File: src/rtl/mem_stage.sv
// Memory-access stage between EX/MEM and MEM/WB: issues loads and stores on a
// req/gnt/rvalid data bus, formats store data, extracts load data, stalls upstream.
module mem_stage #(
    parameter int unsigned TIMEOUT_CYCLES = 64
) (
    input  logic        CLK,
    input  logic        RES,
    input  logic        HLT,
    input  logic [31:0] EX_MEM_inst,
    input  logic [31:0] EX_MEM_pc,
    input  logic [31:0] EX_MEM_alu,
    input  logic [31:0] EX_MEM_rs2,
    input  logic [4:0]  EX_MEM_rd,
    input  logic        EX_MEM_is_load,
    input  logic        EX_MEM_is_store,
    input  logic        EX_MEM_is_jal,
    input  logic        EX_MEM_is_jalr,
    output logic        dmem_req,
    output logic        dmem_we,
    output logic [31:0] dmem_addr,
    output logic [31:0] dmem_wdata,
    output logic [3:0]  dmem_be,
    input  logic        dmem_gnt,
    input  logic        dmem_rvalid,
    input  logic [31:0] dmem_rdata,
    output logic [31:0] MEM_WB_inst,
    output logic [31:0] MEM_WB_pc,
    output logic [4:0]  MEM_WB_rd,
    output logic [31:0] MEM_WB_wdata,
    output logic        MEM_WB_we,
    output logic [31:0] MEM_fwd_data,
    output logic        MEM_fwd_valid,
    output logic        mem_stall,
    output logic        mem_misalign,
    output logic        mem_fault,
    output logic [1:0]  dbg_state
);

    typedef enum logic [1:0] {
        IDLE = 2'd0,
        REQ  = 2'd1,
        RESP = 2'd2,
        DONE = 2'd3
    } state_t;

    localparam logic [6:0] OPC_BRANCH   = 7'b1100011;
    localparam logic [7:0] TIMEOUT_LAST = 8'(TIMEOUT_CYCLES - 1);

    state_t      state_q, state_d;
    logic [7:0]  tmo_cnt_q, tmo_cnt_d;
    logic [31:0] load_buf_q, load_buf_d;
    logic        abort_q, abort_d;
    logic        misalign_q, misalign_d;
    logic        fault_q, fault_d;
    logic [31:0] wb_inst_q, wb_inst_d;
    logic [31:0] wb_pc_q, wb_pc_d;
    logic [4:0]  wb_rd_q, wb_rd_d;
    logic [31:0] wb_wdata_q, wb_wdata_d;
    logic        wb_we_q, wb_we_d;

    logic [2:0]  funct3;
    logic [1:0]  addr_lo;
    logic        mem_op;
    logic        misaligned;
    logic        ok;
    logic [7:0]  rd_byte;
    logic [15:0] rd_half;
    logic [31:0] load_val;
    logic [31:0] wb_value;
    logic        we_cond;
    logic        advance;
    logic        timeout;

    assign funct3  = EX_MEM_inst[14:12];
    assign addr_lo = EX_MEM_alu[1:0];
    assign mem_op  = (EX_MEM_is_load | EX_MEM_is_store) & (EX_MEM_inst != 32'd0);

    always_comb begin
        misaligned = 1'b0;
        case (funct3[1:0])
            2'b01:   misaligned = mem_op & addr_lo[0];
            2'b10:   misaligned = mem_op & (addr_lo != 2'b00);
            default: misaligned = 1'b0;
        endcase
    end

    // After a bus timeout the stalled instruction is retired as a bubble, not retried.
    assign ok = mem_op & ~misaligned & ~abort_q;

    assign dmem_we   = EX_MEM_is_store;
    assign dmem_addr = {EX_MEM_alu[31:2], 2'b00};

    always_comb begin
        dmem_be    = 4'b1111;
        dmem_wdata = EX_MEM_rs2;
        case (funct3)
            3'b000: begin
                dmem_be    = 4'b0001 << addr_lo;
                dmem_wdata = {4{EX_MEM_rs2[7:0]}};
            end
            3'b001: begin
                dmem_be    = 4'b0011 << {addr_lo[1], 1'b0};
                dmem_wdata = {2{EX_MEM_rs2[15:0]}};
            end
            default: begin
                dmem_be    = 4'b1111;
                dmem_wdata = EX_MEM_rs2;
            end
        endcase
    end

    always_comb begin
        rd_byte = dmem_rdata[7:0];
        case (addr_lo)
            2'd1:    rd_byte = dmem_rdata[15:8];
            2'd2:    rd_byte = dmem_rdata[23:16];
            2'd3:    rd_byte = dmem_rdata[31:24];
            default: rd_byte = dmem_rdata[7:0];
        endcase
        rd_half  = addr_lo[1] ? dmem_rdata[31:16] : dmem_rdata[15:0];
        load_val = dmem_rdata;
        case (funct3)
            3'b000:  load_val = {{24{rd_byte[7]}}, rd_byte};
            3'b001:  load_val = {{16{rd_half[15]}}, rd_half};
            3'b100:  load_val = {24'd0, rd_byte};
            3'b101:  load_val = {16'd0, rd_half};
            default: load_val = dmem_rdata;
        endcase
    end

    always_comb begin
        state_d    = state_q;
        tmo_cnt_d  = tmo_cnt_q;
        load_buf_d = load_buf_q;
        dmem_req   = 1'b0;
        timeout    = 1'b0;
        case (state_q)
            IDLE: begin
                if (ok && !HLT) begin
                    dmem_req = 1'b1;
                    if (dmem_gnt) begin
                        state_d = EX_MEM_is_store ? DONE : RESP;
                    end else begin
                        state_d = REQ;
                    end
                end
            end
            REQ: begin
                dmem_req = 1'b1;
                if (dmem_gnt) begin
                    state_d = EX_MEM_is_store ? DONE : RESP;
                end else if (tmo_cnt_q == TIMEOUT_LAST) begin
                    timeout = 1'b1;
                    state_d = IDLE;
                end else begin
                    tmo_cnt_d = tmo_cnt_q + 8'd1;
                end
            end
            RESP: begin
                if (dmem_rvalid) begin
                    load_buf_d = load_val;
                    state_d    = DONE;
                end else if (tmo_cnt_q == TIMEOUT_LAST) begin
                    timeout = 1'b1;
                    state_d = IDLE;
                end else begin
                    tmo_cnt_d = tmo_cnt_q + 8'd1;
                end
            end
            DONE: begin
                if (!HLT) begin
                    state_d = IDLE;
                end
            end
            default: state_d = IDLE;
        endcase
        if (state_d != state_q) begin
            tmo_cnt_d = 8'd0;
        end
        if (RES) begin
            dmem_req = 1'b0;
        end
    end

    assign mem_stall = ((state_q == IDLE) & ok) | (state_q == REQ) | (state_q == RESP)
                     | ((state_q == DONE) & HLT);
    assign advance   = ~HLT & ~mem_stall;

    assign we_cond = (EX_MEM_rd != 5'd0) & (EX_MEM_inst != 32'd0) & ~EX_MEM_is_store
                   & (EX_MEM_inst[6:0] != OPC_BRANCH) & ~misaligned & ~abort_q;

    always_comb begin
        wb_value = EX_MEM_alu;
        if (EX_MEM_is_jal || EX_MEM_is_jalr) begin
            wb_value = EX_MEM_pc + 32'd4;
        end else if (EX_MEM_is_load) begin
            wb_value = load_buf_q;
        end
    end

    assign MEM_fwd_data  = wb_value;
    assign MEM_fwd_valid = we_cond & (~EX_MEM_is_load | (state_q == DONE));

    always_comb begin
        wb_inst_d  = wb_inst_q;
        wb_pc_d    = wb_pc_q;
        wb_rd_d    = wb_rd_q;
        wb_wdata_d = wb_wdata_q;
        wb_we_d    = wb_we_q;
        misalign_d = advance & misaligned;
        fault_d    = timeout;
        abort_d    = abort_q;
        if (advance) begin
            wb_inst_d  = EX_MEM_inst;
            wb_pc_d    = EX_MEM_pc;
            wb_rd_d    = EX_MEM_rd;
            wb_wdata_d = wb_value;
            wb_we_d    = we_cond;
            abort_d    = 1'b0;
        end
        if (timeout) begin
            abort_d = 1'b1;
        end
    end

    always_ff @(posedge CLK) begin
        if (RES) begin
            state_q    <= IDLE;
            tmo_cnt_q  <= 8'd0;
            load_buf_q <= 32'd0;
            abort_q    <= 1'b0;
            misalign_q <= 1'b0;
            fault_q    <= 1'b0;
            wb_inst_q  <= 32'd0;
            wb_pc_q    <= 32'd0;
            wb_rd_q    <= 5'd0;
            wb_wdata_q <= 32'd0;
            wb_we_q    <= 1'b0;
        end else begin
            state_q    <= state_d;
            tmo_cnt_q  <= tmo_cnt_d;
            load_buf_q <= load_buf_d;
            abort_q    <= abort_d;
            misalign_q <= misalign_d;
            fault_q    <= fault_d;
            wb_inst_q  <= wb_inst_d;
            wb_pc_q    <= wb_pc_d;
            wb_rd_q    <= wb_rd_d;
            wb_wdata_q <= wb_wdata_d;
            wb_we_q    <= wb_we_d;
        end
    end

    assign MEM_WB_inst  = wb_inst_q;
    assign MEM_WB_pc    = wb_pc_q;
    assign MEM_WB_rd    = wb_rd_q;
    assign MEM_WB_wdata = wb_wdata_q;
    assign MEM_WB_we    = wb_we_q;
    assign mem_misalign = misalign_q;
    assign mem_fault    = fault_q;
    assign dbg_state    = state_q;

endmodule

File: config.mk
export PLATFORM = sky130hd
export DESIGN_NAME = mem_stage
export DESIGN_NICKNAME = d
export VERILOG_FILES = /design/src/rtl/mem_stage.sv
export SDC_FILE = /design/constraint.sdc
export NUM_CORES = 1
export LEC_CHECK = 0
export ABC_AREA = 1
export CAP_MARGIN = 0
export CORE_UTILIZATION = 23
export CTS_BUF_LIST = sky130_fd_sc_hd__clkbuf_2
export DETAILED_ROUTE_END_ITERATION = 16
export SYNTH_ARGS = -nofsm -noshare
export SYNTH_HDL_FRONTEND = slang
export SYNTH_SLANG_ARGS = --single-unit
File: constraint.sdc
create_clock -name CLK -period 1.99 [get_ports CLK]
set_input_delay 0.199 -clock CLK [delete_from_list [all_inputs] [get_ports CLK]]
set_output_delay 0.199 -clock CLK [all_outputs]
set_load 0.005 [all_outputs]
==> impl_metrics.toml, run 1 <==
[run_status]
run_status = "complete, but fails checks"
violations_in_the_final_reports = "negative setup slack"

[synthesis]
synth.yosys.seq_area_share_pct = 36.84
synthDominantCellAreaShare_pct = 36.84
ys_async_sr_fraction_pct = 0
ys_seq_elements = 147
number_of_enable_type_register_cells_in_the_synthesized_netlist = 0
average_cell_area_after_synthesis_um2 = 6.724
muxShareOfSynthArea_pct = 1.284
yosysTopAreaCell = "dfxtp_1"
ys_types = 43
post_synth_and_or_nand_nor_area_fraction_pct = 23.59
mapped_cell_area_mm2 = 0.007988
syn-instance-count = 1188
synth_compound_area_share_pct = 22.84
synthXorXnorAreaFrac_pct = 1.754
netlist_top_cells_area = "dfxtp_1, nand2_1, o21ai_0"
synth_top_family_by_area = "simple AND/OR/NAND/NOR gates"
ys_warn_count = 0
synthAdderAreaFrac_pct = 1.410
dominantRegCellSynth = "dfxtp_1"

[pwr]
powerDensity_mw_per_mm2 = 635.9
ir_drop_uv = 418.6
power_leakage_uw = 0.007148

[floorplan]
starting_density_of_the_core_pct = 23.59
die_y_um = 188.4
design.portCount = 384
die-width_um = 188.4
core_area_mm2 = 0.03387
std_cell_rows = 67
die_area_mm2 = 0.03548

[sta]
timing.final.crit_share_pct = 107.0
timing_worst_slew_pin_value_ps = 550.0
fmaxAchievable_mhz = 469.6
finalClockSkew_ps = 54.62
finalWorstSetupSlack_ps = -139.4
finalCriticalPeriod_ps = 2129
final-hold-violation-count = 0
maxSlewHeadroom_pct = 63.33
rsz0062_at_grt = "yes"
slew_viol_final = 0
setup_viol = 4

[cells_and_area]
post_layout_nonfiller_instances = 2274
final_area_mm2 = 0.01550
filler_cell_count = 3379
most-common-layout-cells = "nand2_1, clkdlybuf4s50_1, buf_4"
sequential_cell_area_mm2 = 0.003087
numnets_final = 1988
layout.cells.most_common = "nand2_1"
area_delta_synth_final_pct = 94.00
drive_above_1_share_pct = 32.51
multiInputGateArea_mm2 = 0.004756

[critical_path]
setup.worst_path.end_class = "output pin"
crit_type = "input port to output pin"
regToRegStartpoint = "dbg_state[0]"
critPathMaxFanout = 2
crit_path_start = "EX_MEM_pc[30]"
worst_ep_required_time_ps = 1790
crit_path_start_kind = "input port"
data_arrival_time_at_the_worst_slack_endpoint_ps = 1930

[detailed_routing]
wl_per_cell_um = 17.58
post-route-drc-count = 0
detail_route.wirelength_um = 39990
number_of_vias_per_cell_after_detailed_routing = 4.657
dr_total_vias = 10590
dr.pass1.iters = 5
drt_first_iter_violations = 681
drt.antenna.violating_nets = 0

[global_routing]
track_usage_pct = 21.63
grt_pass1_vias = 10280
global_route_wire_length_before_repair_um = 59170
gr-total-overflow = 0
grt_max_degree = 49
grt_antenna_before_repair = 7

[clocking]
cts_root_buffer = "clkbuf_2"
ctsHtreeMaxLevel = 4
cts_buffers = 17
clk_transition_reported_paths_ps = 240
insertion_delay_ps = 810
ctsLongestPathBuffers = 2
clock_sink_count = 147
cts_tree = "built"

[placement]
io_buffer_count = 381
dp.cells = 2095
routabilityCongestion = 0.9147
dp.final_hpwl_um = 29690
post_dp_cell_area_mm2 = 0.01326

[hold_path]
timing.hold.worst.start = "EX_MEM_pc[10]"
hold_path_class = "input port to register"

[flow_run]
drv_cap = 0
layer usage:
layer / vias to the layer above / routed length [um] / GRT usage [%]
met4: 0 / 758 / 5.149
met3: 56 / 2168 / 3.595
met2: 393 / 19650 / 37.64
met5: - / 0 / 0
met1: 4975 / 17410 / 27.67
li1: 5166 / - / -
critical path, stage by stage:
cell and delay (ps):
dlymetal6s2s_1 70, dlygate4sd3_1 590, inv_2 70, nor4_4 270, nand4_1 200, o21ai_1 280, nand2_1 100, buf_2 140
path summary, 6_finish.rpt:
path | endpoint | slack [ps] | cells past startpoint
setup / recovery | MEM_fwd_data[31] | -140 | 8
hold / removal | MEM_WB_wdata[10] | 60 | 6
setup reg to reg | tmo_cnt_q[4] | 130 | 11
hold reg to reg | MEM_WB_pc[2] | 480 | 2
kinds of logic after synthesis:
logic type	count (synthesis)
flops	147
simple gates	466
other cells	1
fa+ha+maj	9
compound gates	334
mux	10
buf+inv	205
xor+xnor	16
per-stage QoR:
step | setup slack [ps] | TNS [ps] | hold WS, ps | util, % | total power, uW
2_1_floorplan | 196.2 | 0 | 341.9 | - | 5324
3_3_place_gp | -982.1 | -116790 | 452.2 | 39.16 | 7674
3_5_place_dp | -985.6 | -118310 | 455.9 | 39.16 | 7717
4_1_cts | -171.3 | -613.6 | 1.967 | 43.92 | 9708
5_1_grt | -264.6 | -1381 | 4.241 | 45.74 | 10480
6_report | -139.4 | -442.5 | 57.61 | 45.76 | 9854
layout make-up:
class,instances,area share [%]
clock buffer,17,0.5491
tap,448,3.617
inverter,98,2.471
timing repair buffer,704,41.77
multi-input combinational,837,30.69
clock inverter,15,0.8559
sequential,147,19.92
antenna,8,0.1292
state kept, by name (all words and copies together), names as in the netlist:
signal / cells
dbg_state: 2
mem_fault: 1
tmo_cnt_q: 8
MEM_WB_wdata: 32
MEM_WB_pc: 32
MEM_WB_rd: 5
mem_misalign: 1
abort_q: 1
MEM_WB_we: 1
load_buf_q: 32
MEM_WB_inst: 32
power by group:
group | leakage (uW) | switching, uW | internal (uW)
combinational | 0.00576 | 2130 | 2190
sequential | 0.00125 | 268 | 3520
clock | 0.000139 | 1360 | 395
synth_stat cells, drive strengths merged, types with 2 or more instances:
library cell    n
a21oi         134
nand3b          2
xnor2           5
buf            64
xor2           11
dfxtp         147
nand3          28
a221oi         15
nor2          127
inv            97
ha              9
o21ai         138
nand2         273
nor4            4
o2111ai         2
nand4          12
mux2i           8
nor3           16
o221ai          6
clkbuf         43
o211ai          6
o22ai          16
a31oi          13
mux2            2
timing repair:
action,4_1_cts,5_1_grt
pin swaps,57,47
endpoints found under the hold margin,123,8
hold buffers,75,6
endpoints found under the setup margin,117,117
resized for setup,433,208
gates cloned,1,0
setup buffers,36,28
Note: power is estimated with default switching activity, not from simulation.
==> inputs of run 2 (changes only) <==
--- a/config.mk
+++ b/config.mk
@@ -9,6 +9,7 @@
 export CAP_MARGIN = 0
 export CORE_UTILIZATION = 23
 export CTS_BUF_LIST = sky130_fd_sc_hd__clkbuf_2
+export CTS_CLUSTER_SIZE = 14
 export DETAILED_ROUTE_END_ITERATION = 16
 export SYNTH_ARGS = -nofsm -noshare
 export SYNTH_HDL_FRONTEND = slang
==> results of run 2 <==
No change in the layout: final DEF, timing and power equal those of run 1.
==> inputs of run 3 (changes only) <==
--- a/config.mk
+++ b/config.mk
@@ -14,3 +14,4 @@
 export SYNTH_ARGS = -nofsm -noshare
 export SYNTH_HDL_FRONTEND = slang
 export SYNTH_SLANG_ARGS = --single-unit
+export TNS_END_PERCENT = 1
==> constraint.sdc (replaced) <==
create_clock -name CLK -period 2.1 [get_ports CLK]
set_input_delay 0.21 -clock CLK [delete_from_list [all_inputs] [get_ports CLK]]
set_output_delay 0.21 -clock CLK [all_outputs]
set_load 0.005 [all_outputs]
==> impl_metrics.toml, run 3 (synthesized netlist as in run 1, its figures left out) <==
[detailed_routing]
post-route-drc-count = 0
m1WireLength_um = 16810
routed-wl-met2_um = 18520
dr.pass1.iters = 6
met3RoutedLength_um = 2241
drt_first_iter_violations = 590
dr_total_vias = 10250
drt.antenna.violating_nets = 0
number_of_vias_per_cell_after_detailed_routing = 4.635
detail_route.wirelength_um = 38270
topRoutingLayerUsed = "met4"
wl_per_cell_um = 17.31

[critical_path]
critPathMaxFanout = 4
path_delay_family = "buffers and inverters"
crit_type = "input port to output pin"
worst_ep_required_time_ps = 1890
data_arrival_time_at_the_worst_slack_endpoint_ps = 1950
setup.worst_path.end_class = "output pin"
cpMostUsedCell = "nand2_1"
regToRegSetupSlack_ps = 110
cp_cell_sequence = "clkdlybuf4s50_1 -> nand2_1 -> inv_2 -> nand3_1 -> nor2_1 -> nand4_1 -> xor2_1 -> nand2_1 -> nand2_1 -> dlygate4sd2_1"
critical_path_depth = 10
cp_slowest_stage_delay_ps = 500
crit_path_start_kind = "input port"
rr_worst_depth = 10
critical_path.n_buffers_inverters = 3
cpMaxStageDelayCell = "clkdlybuf4s50_1"

[global_routing]
gr-total-overflow = 0
grt_pass1_vias = 10080
grt_max_degree = 50
global_route_wire_length_before_repair_um = 57590
track_usage_pct = 21.08
grt_antenna_before_repair = 1

[sta]
setup_viol = 7
timing_worst_slew_pin_value_ps = 542.4
slew_viol_final = 0
final-hold-violation-count = 0
rsz0062_at_grt = "yes"
tns_ps = -250.2
fmaxAchievable_mhz = 462.5
timing.final.crit_share_pct = 103.0
finalCriticalPeriod_ps = 2162
maxSlewHeadroom_pct = 63.84
finalWorstSetupSlack_ps = -62.38
finalClockSkew_ps = 72.72

[floorplan]
design.portCount = 384
die_area_mm2 = 0.03548
starting_density_of_the_core_pct = 23.59
core_area_mm2 = 0.03387
std_cell_rows = 67
die-width_um = 188.4
die_y_um = 188.4

[clocking]
ctsLongestPathBuffers = 2
cts_buffers = 17
cts_tree = "built"
cts_root_buffer = "clkbuf_2"
clock_sink_count = 147
insertion_delay_ps = 820
clk_transition_reported_paths_ps = 230
ctsHtreeMaxLevel = 4

[pwr]
powerDensity_mw_per_mm2 = 643.6
ir_drop_uv = 355.2
power_leakage_uw = 0.006222

[hold_path]
worst_hold_path.num_cells = 6
hold_path_class = "input port to register"

[cells_and_area]
layout.core_utilization_pct = 43.49
area_delta_synth_final_pct = 84.38
most-common-layout-cells = "clkdlybuf4s50_1, nand2_1, buf_4"
drive_above_1_share_pct = 21.00
layout.cells.most_common = "clkdlybuf4s50_1"
numnets_final = 1932

[run_status]
violations_in_the_final_reports = "negative setup slack"
run_status = "complete, but fails checks"

[flow_run]
drv_cap = 0

[placement]
io_buffer_count = 381
routabilityCongestion = 0.9111
dp.final_hpwl_um = 29590
run 3: changes by cell type in the layout (fill, tap and decap cells not counted), moves of 17 or more:
cell             previous run  this run
dfxtp_2                   112        12
dlygate4sd2_1              72        49
buf_4                     216       181
nor2_1                     93       110
clkdlybuf4s50_1           218       298
dlygate4sd3_1              81        61
dlymetal6s2s_1             35         4
dfxtp_1                    34       135
run 3: worst paths after layout:
path | startpoint | to
worst max-delay path | EX_MEM_pc[21] | MEM_fwd_data[28]
worst min-delay path | EX_MEM_pc[3] | MEM_WB_wdata[3]
worst max register to register | dbg_state[1] | tmo_cnt_q[4]
worst min register to register | MEM_WB_wdata[7] | MEM_WB_wdata[7]
run 3: cell type report:
type	count	area, um^2
diodes	1	2.502
clock buffers	18	90.09
clock inverters	14	201.4
fillers	3528	19140
inverters	98	371.6
multi-input cells	837	4483
flip-flops and latches	147	2958
well taps	448	560.5
repair buffers	648	6061
run 3: routing by layer:
layer | vias up | GRT usage, %
met5 | - | 0
met4 | 0 | 5.335
met3 | 43 | 3.595
met2 | 374 | 36.73
met1 | 4783 | 26.77
li1 | 5047 | -
run 3: what timing repair did:
| action | in CTS | in global routing |
|---|---|---|
| gates resized for setup | 236 | 57 |
| hold buffers | 58 | 3 |
| endpoints found under the hold margin | 94 | 4 |
| endpoints found under the setup margin | 67 | 42 |
| pin swaps | 37 | 14 |
| setup buffers | 17 | 1 |
| cloned | 2 | 0 |
run 3: through the flow:
| step | cell area [um^2] | worst slack [ps] | cells | hold slack, ps | total power, uW |
|---|---|---|---|---|---|
| final | 14730 | -62.38 | 2211 | 67.64 | 9479 |
| after global routing | 14730 | -192.4 | 2211 | 21.12 | 10050 |
| after CTS | 14660 | -245.0 | 2206 | 3.139 | 9544 |
| after detailed placement | 13300 | -898.0 | 2097 | 452.3 | 7403 |
| after global placement | 13300 | -871.8 | 2097 | 450.4 | 7371 |
| after floorplan | 7991 | 304.9 | 1189 | 352.9 | 5045 |
run 3: tightest hold or removal path: stages:
cell and delay (ps):
buf_2 140, ha_4 210, nand2_1 50, o21ai_1 70, nand2_1 70, a21oi_1 60
run 3: power breakdown:
part	total (uW)	switching [uW]	leakage (uW)	internal, uW
Sequential	3500	232	0.00121	3270
Clock	1990	1190	0.000154	800
Combinational	3990	1900	0.00486	2090
